## src/rtl/spdif_pkg.sv

```systemverilog
// ---------------------------------------------------------------------------
// spdif_pkg
// Shared constants and types for the S/PDIF subframe decoder: interval
// codes, preamble codes, decoder state encoding and the decoded subframe
// payload.
// ---------------------------------------------------------------------------
package spdif_pkg;

    // Subframe geometry: data slots 4..31 and the audio part (slots 4..27)
    localparam int unsigned SLOT_BITS  = 28;
    localparam int unsigned AUDIO_BITS = 24;
    localparam int unsigned PRE_LEN    = 4;
    localparam int unsigned BIT_CNT_W  = 5;
    localparam int unsigned LOCK_CNT_W = 4;
    localparam int unsigned IV_W       = 2;
    localparam int unsigned PRE_CNT_W  = 2;

    // Bit positions of V/U/C/P inside the assembled 28-bit slot word
    localparam int unsigned V_IDX = 24;
    localparam int unsigned U_IDX = 25;
    localparam int unsigned C_IDX = 26;

    // Interval codes as produced from the edge-detector flags
    typedef enum logic [IV_W-1:0] {
        IV_NONE = 2'd0,
        IV_S    = 2'd1,
        IV_M    = 2'd2,
        IV_L    = 2'd3
    } iv_e;

    // Preamble codes; PRE_NONE doubles as "no sequence history"
    typedef enum logic [1:0] {
        PRE_NONE = 2'd0,
        PRE_B    = 2'd1,
        PRE_M    = 2'd2,
        PRE_W    = 2'd3
    } pre_e;

    typedef enum logic [1:0] {
        HUNT = 2'd0,
        PRE  = 2'd1,
        DATA = 2'd2
    } state_e;

    // Decoded subframe as held on the outputs between strobes
    typedef struct packed {
        logic [AUDIO_BITS-1:0] sample;
        logic                  valid;
        logic                  user;
        logic                  cstat;
        logic                  parity_err;
        logic                  channel;
        logic                  block_start;
    } subframe_t;

endpackage

```

## src/rtl/spdif_preamble_matcher.sv

```systemverilog
// ---------------------------------------------------------------------------
// spdif_preamble_matcher
// Classifies a 4-interval history as one of the B/M/W preambles.
// Purely combinational.
//   i_hist  : interval history, index 0 = first (oldest) interval
//   o_match : history is a valid preamble
//   o_code  : which preamble (PRE_NONE when no match)
// ---------------------------------------------------------------------------
module spdif_preamble_matcher
    import spdif_pkg::*;
(
    input  logic [PRE_LEN-1:0][IV_W-1:0] i_hist,
    output logic                         o_match,
    output pre_e                         o_code
);

    logic is_b;
    logic is_m;
    logic is_w;

    // B = L,S,S,L   M = L,L,S,S   W = L,M,S,M
    always_comb begin
        is_b = (i_hist[0] == IV_L) && (i_hist[1] == IV_S) &&
               (i_hist[2] == IV_S) && (i_hist[3] == IV_L);
        is_m = (i_hist[0] == IV_L) && (i_hist[1] == IV_L) &&
               (i_hist[2] == IV_S) && (i_hist[3] == IV_S);
        is_w = (i_hist[0] == IV_L) && (i_hist[1] == IV_M) &&
               (i_hist[2] == IV_S) && (i_hist[3] == IV_M);

        o_match = is_b | is_m | is_w;
        o_code  = PRE_NONE;
        if (is_b) begin
            o_code = PRE_B;
        end else if (is_m) begin
            o_code = PRE_M;
        end else if (is_w) begin
            o_code = PRE_W;
        end
    end

endmodule

```

## src/rtl/spdif_subframe_decoder.sv

```systemverilog
// ---------------------------------------------------------------------------
// spdif_subframe_decoder
// Turns S/M/L interval strobes from the S/PDIF edge detector into decoded
// subframes: preamble recognition, biphase-mark slot decoding, parity and
// B/M/W sequencing checks, and a lock indicator.
//   i_clk, i_rst_n      : clock, synchronous active-low reset
//   i_zero/i_one/i_head : 1 UI / 2 UI / 3 UI interval ended this cycle
//   i_shift_ena         : qualifies the interval flags
//   o_sample            : audio sample (slots 4..27), LSB received first
//   o_valid/o_user/o_cstat : V/U/C bits
//   o_parity_err        : slots 4..31 have odd parity
//   o_channel           : 0 = B/M subframe, 1 = W subframe
//   o_block_start       : subframe carried a B preamble
//   o_stb               : one-cycle strobe, data outputs held until next one
//   o_lock              : LOCK_FRAMES consecutive good subframes seen
// ---------------------------------------------------------------------------
module spdif_subframe_decoder
    import spdif_pkg::*;
#(
    parameter int unsigned OUT_W       = 24,
    parameter int unsigned LOCK_FRAMES = 4
) (
    input  logic             i_clk,
    input  logic             i_rst_n,
    input  logic             i_zero,
    input  logic             i_one,
    input  logic             i_head,
    input  logic             i_shift_ena,
    output logic [OUT_W-1:0] o_sample,
    output logic             o_valid,
    output logic             o_user,
    output logic             o_cstat,
    output logic             o_parity_err,
    output logic             o_channel,
    output logic             o_block_start,
    output logic             o_stb,
    output logic             o_lock
);

    state_e                          state_q,    state_d;
    logic [PRE_CNT_W-1:0]            pre_cnt_q,  pre_cnt_d;
    logic [PRE_LEN-2:0][IV_W-1:0]    hist_q,     hist_d;
    pre_e                            code_q,     code_d;
    pre_e                            seq_q,      seq_d;
    logic [BIT_CNT_W-1:0]            bit_cnt_q,  bit_cnt_d;
    logic                            half_q,     half_d;
    logic [SLOT_BITS-2:0]            sh_q,       sh_d;
    logic [LOCK_CNT_W-1:0]           lock_cnt_q, lock_cnt_d;
    subframe_t                       pay_q,      pay_d;
    logic                            stb_q,      stb_d;
    logic                            lock_q,     lock_d;

    logic                            ev_s;
    logic                            ev_m;
    logic                            ev_l;
    logic                            ev_any;
    logic                            ev_bad;
    logic [IV_W-1:0]                 ev_iv;
    logic [PRE_LEN-1:0][IV_W-1:0]    match_hist;
    logic                            pre_match;
    pre_e                            pre_code;

    logic                            err;
    logic                            restart;
    logic                            bit_done;
    logic                            bit_val;
    logic [SLOT_BITS-1:0]            word;
    logic                            seq_err;

    // Event classification: exactly one flag qualified by shift enable
    always_comb begin
        ev_s   = i_shift_ena &  i_zero & ~i_one & ~i_head;
        ev_m   = i_shift_ena & ~i_zero &  i_one & ~i_head;
        ev_l   = i_shift_ena & ~i_zero & ~i_one &  i_head;
        ev_any = ev_s | ev_m | ev_l;
        ev_bad = i_shift_ena & ~ev_any;
        ev_iv  = ev_l ? IV_L : (ev_m ? IV_M : IV_S);
        // The current event completes the history as its 4th interval
        match_hist = {ev_iv, hist_q};
    end

    spdif_preamble_matcher u_matcher (
        .i_hist  (match_hist),
        .o_match (pre_match),
        .o_code  (pre_code)
    );

    // Next-state, datapath and output computation
    always_comb begin
        state_d    = state_q;
        pre_cnt_d  = pre_cnt_q;
        hist_d     = hist_q;
        code_d     = code_q;
        seq_d      = seq_q;
        bit_cnt_d  = bit_cnt_q;
        half_d     = half_q;
        sh_d       = sh_q;
        lock_cnt_d = lock_cnt_q;
        pay_d      = pay_q;
        stb_d      = 1'b0;
        err        = 1'b0;
        restart    = 1'b0;
        bit_done   = 1'b0;
        bit_val    = 1'b0;
        word       = {1'b0, sh_q};
        seq_err    = 1'b0;

        if (ev_bad) begin
            err = 1'b1;
        end else if (ev_any) begin
            unique case (state_q)
                HUNT: begin
                    if (ev_l) begin
                        state_d   = PRE;
                        hist_d[0] = IV_L;
                        pre_cnt_d = PRE_CNT_W'(1);
                    end
                end

                PRE: begin
                    if (pre_cnt_q == PRE_CNT_W'(0)) begin
                        // Waiting for the first interval after a subframe
                        if (ev_l) begin
                            hist_d[0] = IV_L;
                            pre_cnt_d = PRE_CNT_W'(1);
                        end else begin
                            err = 1'b1;
                        end
                    end else if (pre_cnt_q != PRE_CNT_W'(3)) begin
                        if (pre_cnt_q == PRE_CNT_W'(1)) begin
                            hist_d[1] = ev_iv;
                        end else begin
                            hist_d[2] = ev_iv;
                        end
                        pre_cnt_d = pre_cnt_q + PRE_CNT_W'(1);
                    end else if (pre_match) begin
                        state_d   = DATA;
                        code_d    = pre_code;
                        pre_cnt_d = PRE_CNT_W'(0);
                        bit_cnt_d = BIT_CNT_W'(0);
                        half_d    = 1'b0;
                    end else begin
                        err = 1'b1;
                    end
                end

                DATA: begin
                    // Biphase mark: M = 0, S+S = 1; anything else breaks the slot
                    if (ev_l) begin
                        err     = 1'b1;
                        restart = 1'b1;
                    end else if (ev_m) begin
                        if (half_q) begin
                            err = 1'b1;
                        end else begin
                            bit_done = 1'b1;
                        end
                    end else if (half_q) begin
                        half_d   = 1'b0;
                        bit_done = 1'b1;
                        bit_val  = 1'b1;
                    end else begin
                        half_d = 1'b1;
                    end

                    if (bit_done) begin
                        // Shift in from the MSB so slot 4 ends up in bit 0
                        word = {bit_val, sh_q};
                        sh_d = word[SLOT_BITS-1:1];
                        if (bit_cnt_q == BIT_CNT_W'(SLOT_BITS - 1)) begin
                            seq_err = ((seq_q == PRE_W) && (code_q == PRE_W)) ||
                                      (((seq_q == PRE_B) || (seq_q == PRE_M)) &&
                                       (code_q != PRE_W));

                            pay_d.sample      = word[AUDIO_BITS-1:0];
                            pay_d.valid       = word[V_IDX];
                            pay_d.user        = word[U_IDX];
                            pay_d.cstat       = word[C_IDX];
                            pay_d.parity_err  = ^word;
                            pay_d.channel     = (code_q == PRE_W);
                            pay_d.block_start = (code_q == PRE_B);
                            stb_d             = 1'b1;

                            // A bad subframe still strobes but drops lock and history
                            if (pay_d.parity_err || seq_err) begin
                                lock_cnt_d = LOCK_CNT_W'(0);
                                seq_d      = PRE_NONE;
                            end else begin
                                if (lock_cnt_q != LOCK_CNT_W'(LOCK_FRAMES)) begin
                                    lock_cnt_d = lock_cnt_q + LOCK_CNT_W'(1);
                                end
                                seq_d = code_q;
                            end

                            state_d   = PRE;
                            pre_cnt_d = PRE_CNT_W'(0);
                            bit_cnt_d = BIT_CNT_W'(0);
                        end else begin
                            bit_cnt_d = bit_cnt_q + BIT_CNT_W'(1);
                        end
                    end
                end

                default: begin
                    state_d = HUNT;
                end
            endcase
        end

        // Errors drop lock and sequence history; an L inside DATA is reused
        // as the first interval of the next preamble
        if (err) begin
            lock_cnt_d = LOCK_CNT_W'(0);
            seq_d      = PRE_NONE;
            half_d     = 1'b0;
            bit_cnt_d  = BIT_CNT_W'(0);
            if (restart) begin
                state_d   = PRE;
                hist_d[0] = IV_L;
                pre_cnt_d = PRE_CNT_W'(1);
            end else begin
                state_d   = HUNT;
                pre_cnt_d = PRE_CNT_W'(0);
            end
        end

        lock_d = (lock_cnt_d == LOCK_CNT_W'(LOCK_FRAMES));
    end

    // State and output registers
    always_ff @(posedge i_clk) begin
        if (!i_rst_n) begin
            state_q    <= HUNT;
            pre_cnt_q  <= '0;
            hist_q     <= '0;
            code_q     <= PRE_NONE;
            seq_q      <= PRE_NONE;
            bit_cnt_q  <= '0;
            half_q     <= 1'b0;
            sh_q       <= '0;
            lock_cnt_q <= '0;
            pay_q      <= '0;
            stb_q      <= 1'b0;
            lock_q     <= 1'b0;
        end else begin
            state_q    <= state_d;
            pre_cnt_q  <= pre_cnt_d;
            hist_q     <= hist_d;
            code_q     <= code_d;
            seq_q      <= seq_d;
            bit_cnt_q  <= bit_cnt_d;
            half_q     <= half_d;
            sh_q       <= sh_d;
            lock_cnt_q <= lock_cnt_d;
            pay_q      <= pay_d;
            stb_q      <= stb_d;
            lock_q     <= lock_d;
        end
    end

    assign o_sample      = pay_q.sample[AUDIO_BITS-1 -: OUT_W];
    assign o_valid       = pay_q.valid;
    assign o_user        = pay_q.user;
    assign o_cstat       = pay_q.cstat;
    assign o_parity_err  = pay_q.parity_err;
    assign o_channel     = pay_q.channel;
    assign o_block_start = pay_q.block_start;
    assign o_stb         = stb_q;
    assign o_lock        = lock_q;

endmodule
```

## config.mk

```make
export PLATFORM = sky130hd
export DESIGN_NAME = spdif_subframe_decoder
export DESIGN_NICKNAME = d
export VERILOG_FILES = /design/src/rtl/spdif_pkg.sv /design/src/rtl/spdif_preamble_matcher.sv /design/src/rtl/spdif_subframe_decoder.sv
export SDC_FILE = /design/constraint.sdc
export NUM_CORES = 1
export LEC_CHECK = 0
export CAP_MARGIN = 10
export CORE_AREA = 2 2 86 121
export CTS_CLUSTER_SIZE = 25
export DETAILED_ROUTE_END_ITERATION = 8
export DIE_AREA = 0 0 88 123
export SYNTH_ARGS = -nofsm -noshare
export SYNTH_HDL_FRONTEND = slang
export SYNTH_SLANG_ARGS = --single-unit
```

## constraint.sdc

```tcl
create_clock -name i_clk -period 6.47 [get_ports i_clk]
set_input_delay 1.294 -clock i_clk [delete_from_list [all_inputs] [get_ports i_clk]]
set_output_delay 1.294 -clock i_clk [all_outputs]
set_load 0.01 [all_outputs]
```

==> metrics.md, run 1 <==
| Metric | Value |
|---|---|
| Final setup margin | 1.78 ns |
| Vias post-DR | 3336 |
| Final setup viols | 0 |
| Die height | 123 um |
| Worst hold path depth | 2 |
| Period utilisation layout | 72.5% |
| IO Port Bufs | 37 |
| Root Buffer | clkbuf_16 |
| Adder and majority gate portion of the synthesized area | 3.77% |
| Number of diodes | 0 |
| Hold buffers post-CTS | 0 |
| RSZ-0062 raised after global routing | no |
| Multi-input combinational cell area | 0.00245 mm2 |
| Die area | 0.0108 mm2 |
| Power share of the combinational group | 5.8% |
| Most instantiated cells after synthesis | dfxtp_1, nand2_1, a21boi_0 |
| Cell area after synthesis | 0.00431 mm2 |
| Synth Warn # | 0 |
| Die W | 88 um |
| Global-route wire length before repair | 14.9 mm |
| Skew final | 0.00675 ns |
| Worst hold start | o_sample[18] |
| Share of cells above drive strength 1 | 8.30% |
| Largest net degree at the start of global routing | 78 |
| Switching Fraction | 22.4% |
| Layout Area Growth over Synthesis | 16.7% |
| Peak VDD IR | 124 uV |
| WP data arrival | 4.93 ns |
| Placed insts | 625 |
| Power Dens Cells | 216 mW/mm2 |
| Switch Pwr | 0.244 mW |
| DRC Markers | 0 |
| Main combinational cell family by area after synthesis | simple AND/OR/NAND/NOR gates |
| Post-Layout Cell Count | 641 |
| Post-CTS resize count | 0 |
| H-tree depth reported by CTS | 3 |
| Mean post-synth cell area | 8.97 um2 |
| Largest buffer count on any clock path | 2 |
| Post-synthesis sequential area ratio | 38.5% |
| Min Hold Slack | 0.461 ns |
| Total Routed Length | 9.07 mm |
| Reg power frac | 47.3% |
| Final Hold Fails | 0 |
| Worst hold path class | reg2reg |
| Row cnt | 43 |
| Synth Area in Compound Gates | 18.2% |
| Post-layout min period | 4.69 ns |
| Postcts setup bufs | 0 |
| Setup TNS | 0 ns |
| Pre-CTS setup slack | 1.44 ns |
| Final slew viol count | 0 |
| Peak Freq | 213 MHz |
| Multiplexer share of the synthesized area | 7.43% |
| CTS tree | done |
| Data required, critical path | 6.71 ns |
| Synth cell types | 57 |
| Top_reg_cell synth | dfxtp_1 |
| Status | finished clean |
| Syn Nets | 500 |
| Yosys top cell area share | 38.5% |
| Largest area contributor in the netlist | dfxtp_1 |
| Final #Nets | 520 |
| XOR/XNOR Fraction of Synth Area | 6.76% |
| Ys async rst share | 0% |
| Routed Antenna Nets | 0 |
| Register-to-Register Path Depth | 8 |
| CTS Buf Count | 9 |
| Clock share of power | 46.9% |
| Total congestion overflow | 0 |
| CP max FO | 35 |
| Critical R2R Launch | state_q[0] |
| Rel. slew slack | 51.5% |
| GRT Resource Usage Total | 17.6% |
| Worst Max-Slew Pin Slew | 0.718 ns |
| Internal power | 0.844 mW |
| HPWL Detailed | 6.25 mm |
| Core area | 0.00974 mm2 |
| Startpoint type of the worst setup path | input port |
| Initial antenna violation count | 0 |
| Crit. End Element | flip-flop |
| Fin util | 51.7% |
| Vias per cell | 5.20 |
| Fillers | 944 |
| Lkg Pwr | 1.88 nW |
| DRT Pass-1 Iters | 4 |
| Post-synth EDFFs | 0 |
| FF+latch area | 0.00166 mm2 |
| Reg2reg end | o_lock |
| WL per Instance | 14.1 um |
| Cell count after synthesis | 481 |
| Setup CP Type | in2reg |
| Cell with the most instances after synthesis | dfxtp_1 |
| Clock slew at reported path FFs | 0.06 ns |
| Number of max-cap violations | 0 |
| DRT iter0 DRCs | 128 |
| Worst skew pair latency | 0.34 ns |
| Hold EP | o_sample[18] |
| Yosys reg bits | 83 |
| Initial core utilization | 44.3% |
| GPL Wtd Cong | 0.855 |
| Vias in the first global route | 3166 |
| Sink Count | 83 |
| Synth area leaders | dfxtp_1, mux2i_1, nand2_1 |
| R2R setup slack | 3.27 ns |
| Post-Synth Simple-Gate Area | 20.4% |
| Io pins | 38 |
[critical path: stages]
cell,delay [ns]
clkdlybuf4s50_1,0.79
and4bb_4,0.36
inv_2,0.07
ha_1,0.30
nand4bb_1,0.27
or3b_2,0.83
a31oi_1,0.32
xnor2_1,0.20
o211ai_2,0.15
a2111oi_4,0.32
[cell families after synthesis]
family,count (synthesis)
buffers and inverters,49
adder cells (fa/ha/maj),13
XOR/XNOR,27
flip-flops,83
AND/OR/NAND/NOR,171
AO/OA/AOI/OAI,106
multiplexers,32
[power groups by stage]
stage               sequential (mW)  combinational [mW]  clock, mW
finish                        0.515              0.0631      0.510
global route                  0.515              0.0688      0.540
CTS                           0.515              0.0630      0.521
detailed placement            0.526              0.0628          0
global placement              0.526              0.0618          0
floorplan                     0.525              0.0490          0
[layout make-up]
class / count / share of cell area, %
clock buffers: 11 / 4.82
clock inverters: 5 / 1.04
inverters: 17 / 1.27
multi-input cells: 349 / 48.6
flip-flops and latches: 83 / 33.0
well taps: 135 / 3.36
repair buffers: 41 / 7.86
[cell usage in the layout, fill, tap and decap left out, types with 15 or more instances in the layout]
cell | synthesis | routed
a21boi_0 | 33 | 33
a21oi_1 | 17 | 17
clkdlybuf4s50_1 | 0 | 36
dfxtp_1 | 83 | 83
inv_1 | 16 | 16
mux2i_1 | 32 | 32
nand2_1 | 78 | 78
nand3_1 | 15 | 15
nor2b_1 | 31 | 31
xnor2_1 | 20 | 20
[state kept, by name, indices dropped and copies added (netlist names), 2 cells and up]
register and cells:
o_sample 24, seq_q 2, lock_cnt_q 4, bit_cnt_q 5
state_q 2, hist_q 6, pre_cnt_q 2, code_q 2
sh_q 27
[routing by layer]
metal | up-vias | GRT usage [%] | part of all wire [%]
met5 | - | 0 | 0
met4 | 0 | 8.85 | 2.4
met3 | 17 | 2.60 | 2.5
met2 | 49 | 31.7 | 52
met1 | 1569 | 19.9 | 43
li1 | 1701 | - | -
[through the flow]
step	power [mW]	area, um2
3_5_place_dp	0.589	4740
2_1_floorplan	0.575	4310
6_report	1.09	5030
4_1_cts	1.10	5030
3_3_place_gp	0.588	4740
5_1_grt	1.12	5030
[how the worst max path moves through the flow]
stage / to / cells past startpoint / startpoint
after global routing: o_lock / 10 / i_shift_ena
after detailed placement: o_lock / 10 / i_shift_ena
after floorplan: o_lock / 11 / i_head
after global placement: o_lock / 10 / i_shift_ena
final: o_lock / 10 / i_shift_ena
after CTS: o_lock / 10 / i_shift_ena
Note: power is estimated with default switching activity, not from simulation.
==> run 2, diff against run 1 <==
PLACE_DENSITY = 0.66   (was not set)
clock period = 3.95 ns   (was 6.47 ns; I/O delays follow)
==> run 2 against run 1 <==
  * Core utilization is 0.96 points higher
  * Wire length hardly changed
  * Critical endpoint unchanged
  * Global-route usage is 0.40 points higher
  * Die area stayed put
  * Critical path type unchanged
==> metrics.md, run 2 (same netlist as run 1, synthesis figures left out) <==
| Metric | Value |
|---|---|
| Crit path to | o_lock (unchanged) |
| Critical R2R Launch | state_q[0] (unchanged) |
| Vias in the first global route | 3345 (was 3166) |
| CTS tree | done (unchanged) |
| Startpoint type of the worst setup path | input port (unchanged) |
| Worst skew pair latency | 0.33 ns (was 0.34 ns) |
| Status | finished clean (unchanged) |
| RSZ-0062 raised after global routing | no (unchanged) |
| Total Routed Length | 9.07 mm (about the same) |
| Gr busiest metal | met2 (unchanged) |
| Power Dens Cells | 362 mW/mm2 (was 216 mW/mm2) |
| CTS Buf Count | 9 (unchanged) |
| R2R setup slack | 1.27 ns (was 3.27 ns) |
| Vias per cell | 5.27 (was 5.20) |
| H-tree depth reported by CTS | 3 (unchanged) |
| Met3 Usage GRT | 2.40% (was 2.60%) |
| GRT Resource Usage Total | 18.0% (was 17.6%) |
| Largest register FFs | 27 (unchanged) |
| Hold buffers post-CTS | 0 (unchanged) |
| Lkg Pwr | 1.93 nW (was 1.88 nW) |
| CP max FO | 5 (was 35) |
| Switching Fraction | 20.9% (was 22.4%) |
| Routed Antenna Nets | 0 (unchanged) |
| Worst hold path class | reg2reg (unchanged) |
| Largest Register | sh_q (unchanged) |
| Die W | 88 um (unchanged) |
| Final #Nets | 528 (was 520) |
| Post-CTS resize count | 0 (unchanged) |
| Worst Max-Slew Pin Slew | 0.674 ns (was 0.718 ns) |
| Initial core utilization | 44.3% (unchanged) |
| Core area | 0.00974 mm2 (unchanged) |
| Final slew viol count | 0 (unchanged) |
| Fin util | 52.6% (was 51.7%) |
| GPL Wtd Cong | 0.904 (was 0.855) |
| Clock slew at reported path FFs | 0.06 ns (about the same) |
| Met1 Use GR | 21.0% (was 19.9%) |
| Die area | 0.0108 mm2 (unchanged) |
| CP startpoint | i_head (was i_shift_ena) |
| Largest net degree at the start of global routing | 43 (was 78) |
| Crit. End Element | flip-flop (unchanged) |
| Vias post-DR | 3418 (was 3336) |
| Share of cells above drive strength 1 | 9.73% (was 8.30%) |
| HPWL Detailed | 6.37 mm (was 6.25 mm) |
| Internal power | 1.47 mW (was 0.844 mW) |
| Die height | 123 um (unchanged) |
| Post-layout min period | 3.35 ns |
| WP data arrival | 3.58 ns (was 4.93 ns) |
| Peak VDD IR | 188 uV (was 124 uV) |
| Data required, critical path | 4.18 ns (was 6.71 ns) |
| Number of max-cap violations | 0 (unchanged) |
| DRT iter0 DRCs | 145 (was 128) |
| Largest buffer count on any clock path | 2 (unchanged) |
| WL per Instance | 14.0 um (was 14.1 um) |
| Most frequent cells in the layout | dfxtp_1, nand2_1, clkdlybuf4s50_1 (unchanged) |
| Clock share of power | 48.9% (was 46.9%) |
| Io pins | 38 (unchanged) |
| Most common cell after layout, fill and taps aside | dfxtp_1 (unchanged) |
| Final setup viols | 0 (unchanged) |
| Fillers | 922 (was 944) |
| Switch Pwr | 0.387 mW (was 0.244 mW) |
| Row cnt | 43 (unchanged) |
| Placed insts | 633 (was 625) |
| Reg2reg end | o_lock (unchanged) |
| Skew final | 0.00524 ns (was 0.00675 ns) |
| M2 GR Usage | 31.8% (was 31.7%) |
| Period utilisation layout | 84.7% |
| Root Buffer | clkbuf_16 (unchanged) |
| IO Port Bufs | 37 (unchanged) |
| Post-Layout Cell Count | 649 (was 641) |
| Total congestion overflow | 0 (unchanged) |
| Global-route wire length before repair | 15.4 mm (was 14.9 mm) |
| Final Hold Fails | 0 (unchanged) |
| Initial antenna violation count | 0 (unchanged) |
| Setup CP Type | in2reg (unchanged) |
| Layout Area Growth over Synthesis | 18.8% (was 16.7%) |
| Postcts setup bufs | 0 (unchanged) |
| Power share of the combinational group | 5.7% (was 5.8%) |
| Reg power frac | 45.4% (was 47.3%) |
| Rel. slew slack | 54.4% (was 51.5%) |
| DRC Markers | 0 (unchanged) |
| Setup TNS | 0 ns (unchanged) |
| Number of diodes | 0 (unchanged) |
| Peak Freq | 299 MHz |
| Sink Count | 83 (unchanged) |
| Register-to-Register Path Depth | 8 (unchanged) |
| DRT Pass-1 Iters | 4 (unchanged) |
run 2: cell types whose count changed in the layout (fill, tap and decap cells not counted):
cell | before | now
buf_4 | 4 | 12
clkinv_2 | 3 | 1
clkbuf_8 | 1 | 2
bufinv_16 | 1 | 2
run 2: through the flow:
step / hold WS, ns / power [mW] / cell area [um2] / setup WS (ns)
3_3_place_gp: 0.449 / 0.964 / 4800 / 0.370
4_1_cts: 0.463 / 1.88 / 5120 / 0.604
6_report: 0.457 / 1.86 / 5120 / 0.603
5_1_grt: 0.479 / 1.93 / 5120 / 0.425
3_5_place_dp: 0.455 / 0.968 / 4800 / 0.256
2_1_floorplan: 0.451 / 0.941 / 4310 / 0.638
run 2: layout make-up:
class / count / area, um2 / area share, %
Multi-Input combinational cell: 349 / 2450 / 47.7
Sequential cell: 83 / 1660 / 32.4
Timing Repair Buffer: 49 / 455 / 8.89
Clock buffer: 12 / 256 / 5.00
Tap cell: 135 / 169 / 3.30
Clock inverter: 4 / 72.6 / 1.42
Inverter: 17 / 63.8 / 1.25
run 2: how the worst min path moves through the flow:
stage	from	cells after the start	to	slack, ns
floorplan	pre_cnt_q[1]	2	pre_cnt_q[1]	0.45
global placement	o_sample[8]	2	o_sample[8]	0.45
detailed placement	o_sample[7]	2	o_sample[7]	0.45
CTS	o_sample[7]	2	o_sample[7]	0.46
global route	o_sample[7]	2	o_sample[7]	0.48
finish	o_sample[8]	2	o_sample[8]	0.46
run 2: power groups by stage:
stage	Sequential [mW]	Clock, mW	Combinational, mW
3_3_place_gp	0.861	0	0.103
3_5_place_dp	0.862	0	0.106
2_1_floorplan	0.861	0	0.0803
4_1_cts	0.843	0.930	0.106
5_1_grt	0.843	0.968	0.118
6_report	0.843	0.907	0.106
run 2: worst max-delay path, stage by stage:
cell,delay [ns]
clkdlybuf4s50_1,0.42
and4bb_4,0.38
inv_2,0.07
ha_1,0.30
nand4bb_1,0.25
or3b_2,0.52
a31oi_1,0.20
xnor2_1,0.19
o211ai_2,0.14
a2111oi_4,0.33
run 2: metal layers:
layer	routed length, um	vias to the layer above
met4	194	0
met2	4870	54
met5	0	-
met1	3850	1632
met3	165	13
li1	-	1719
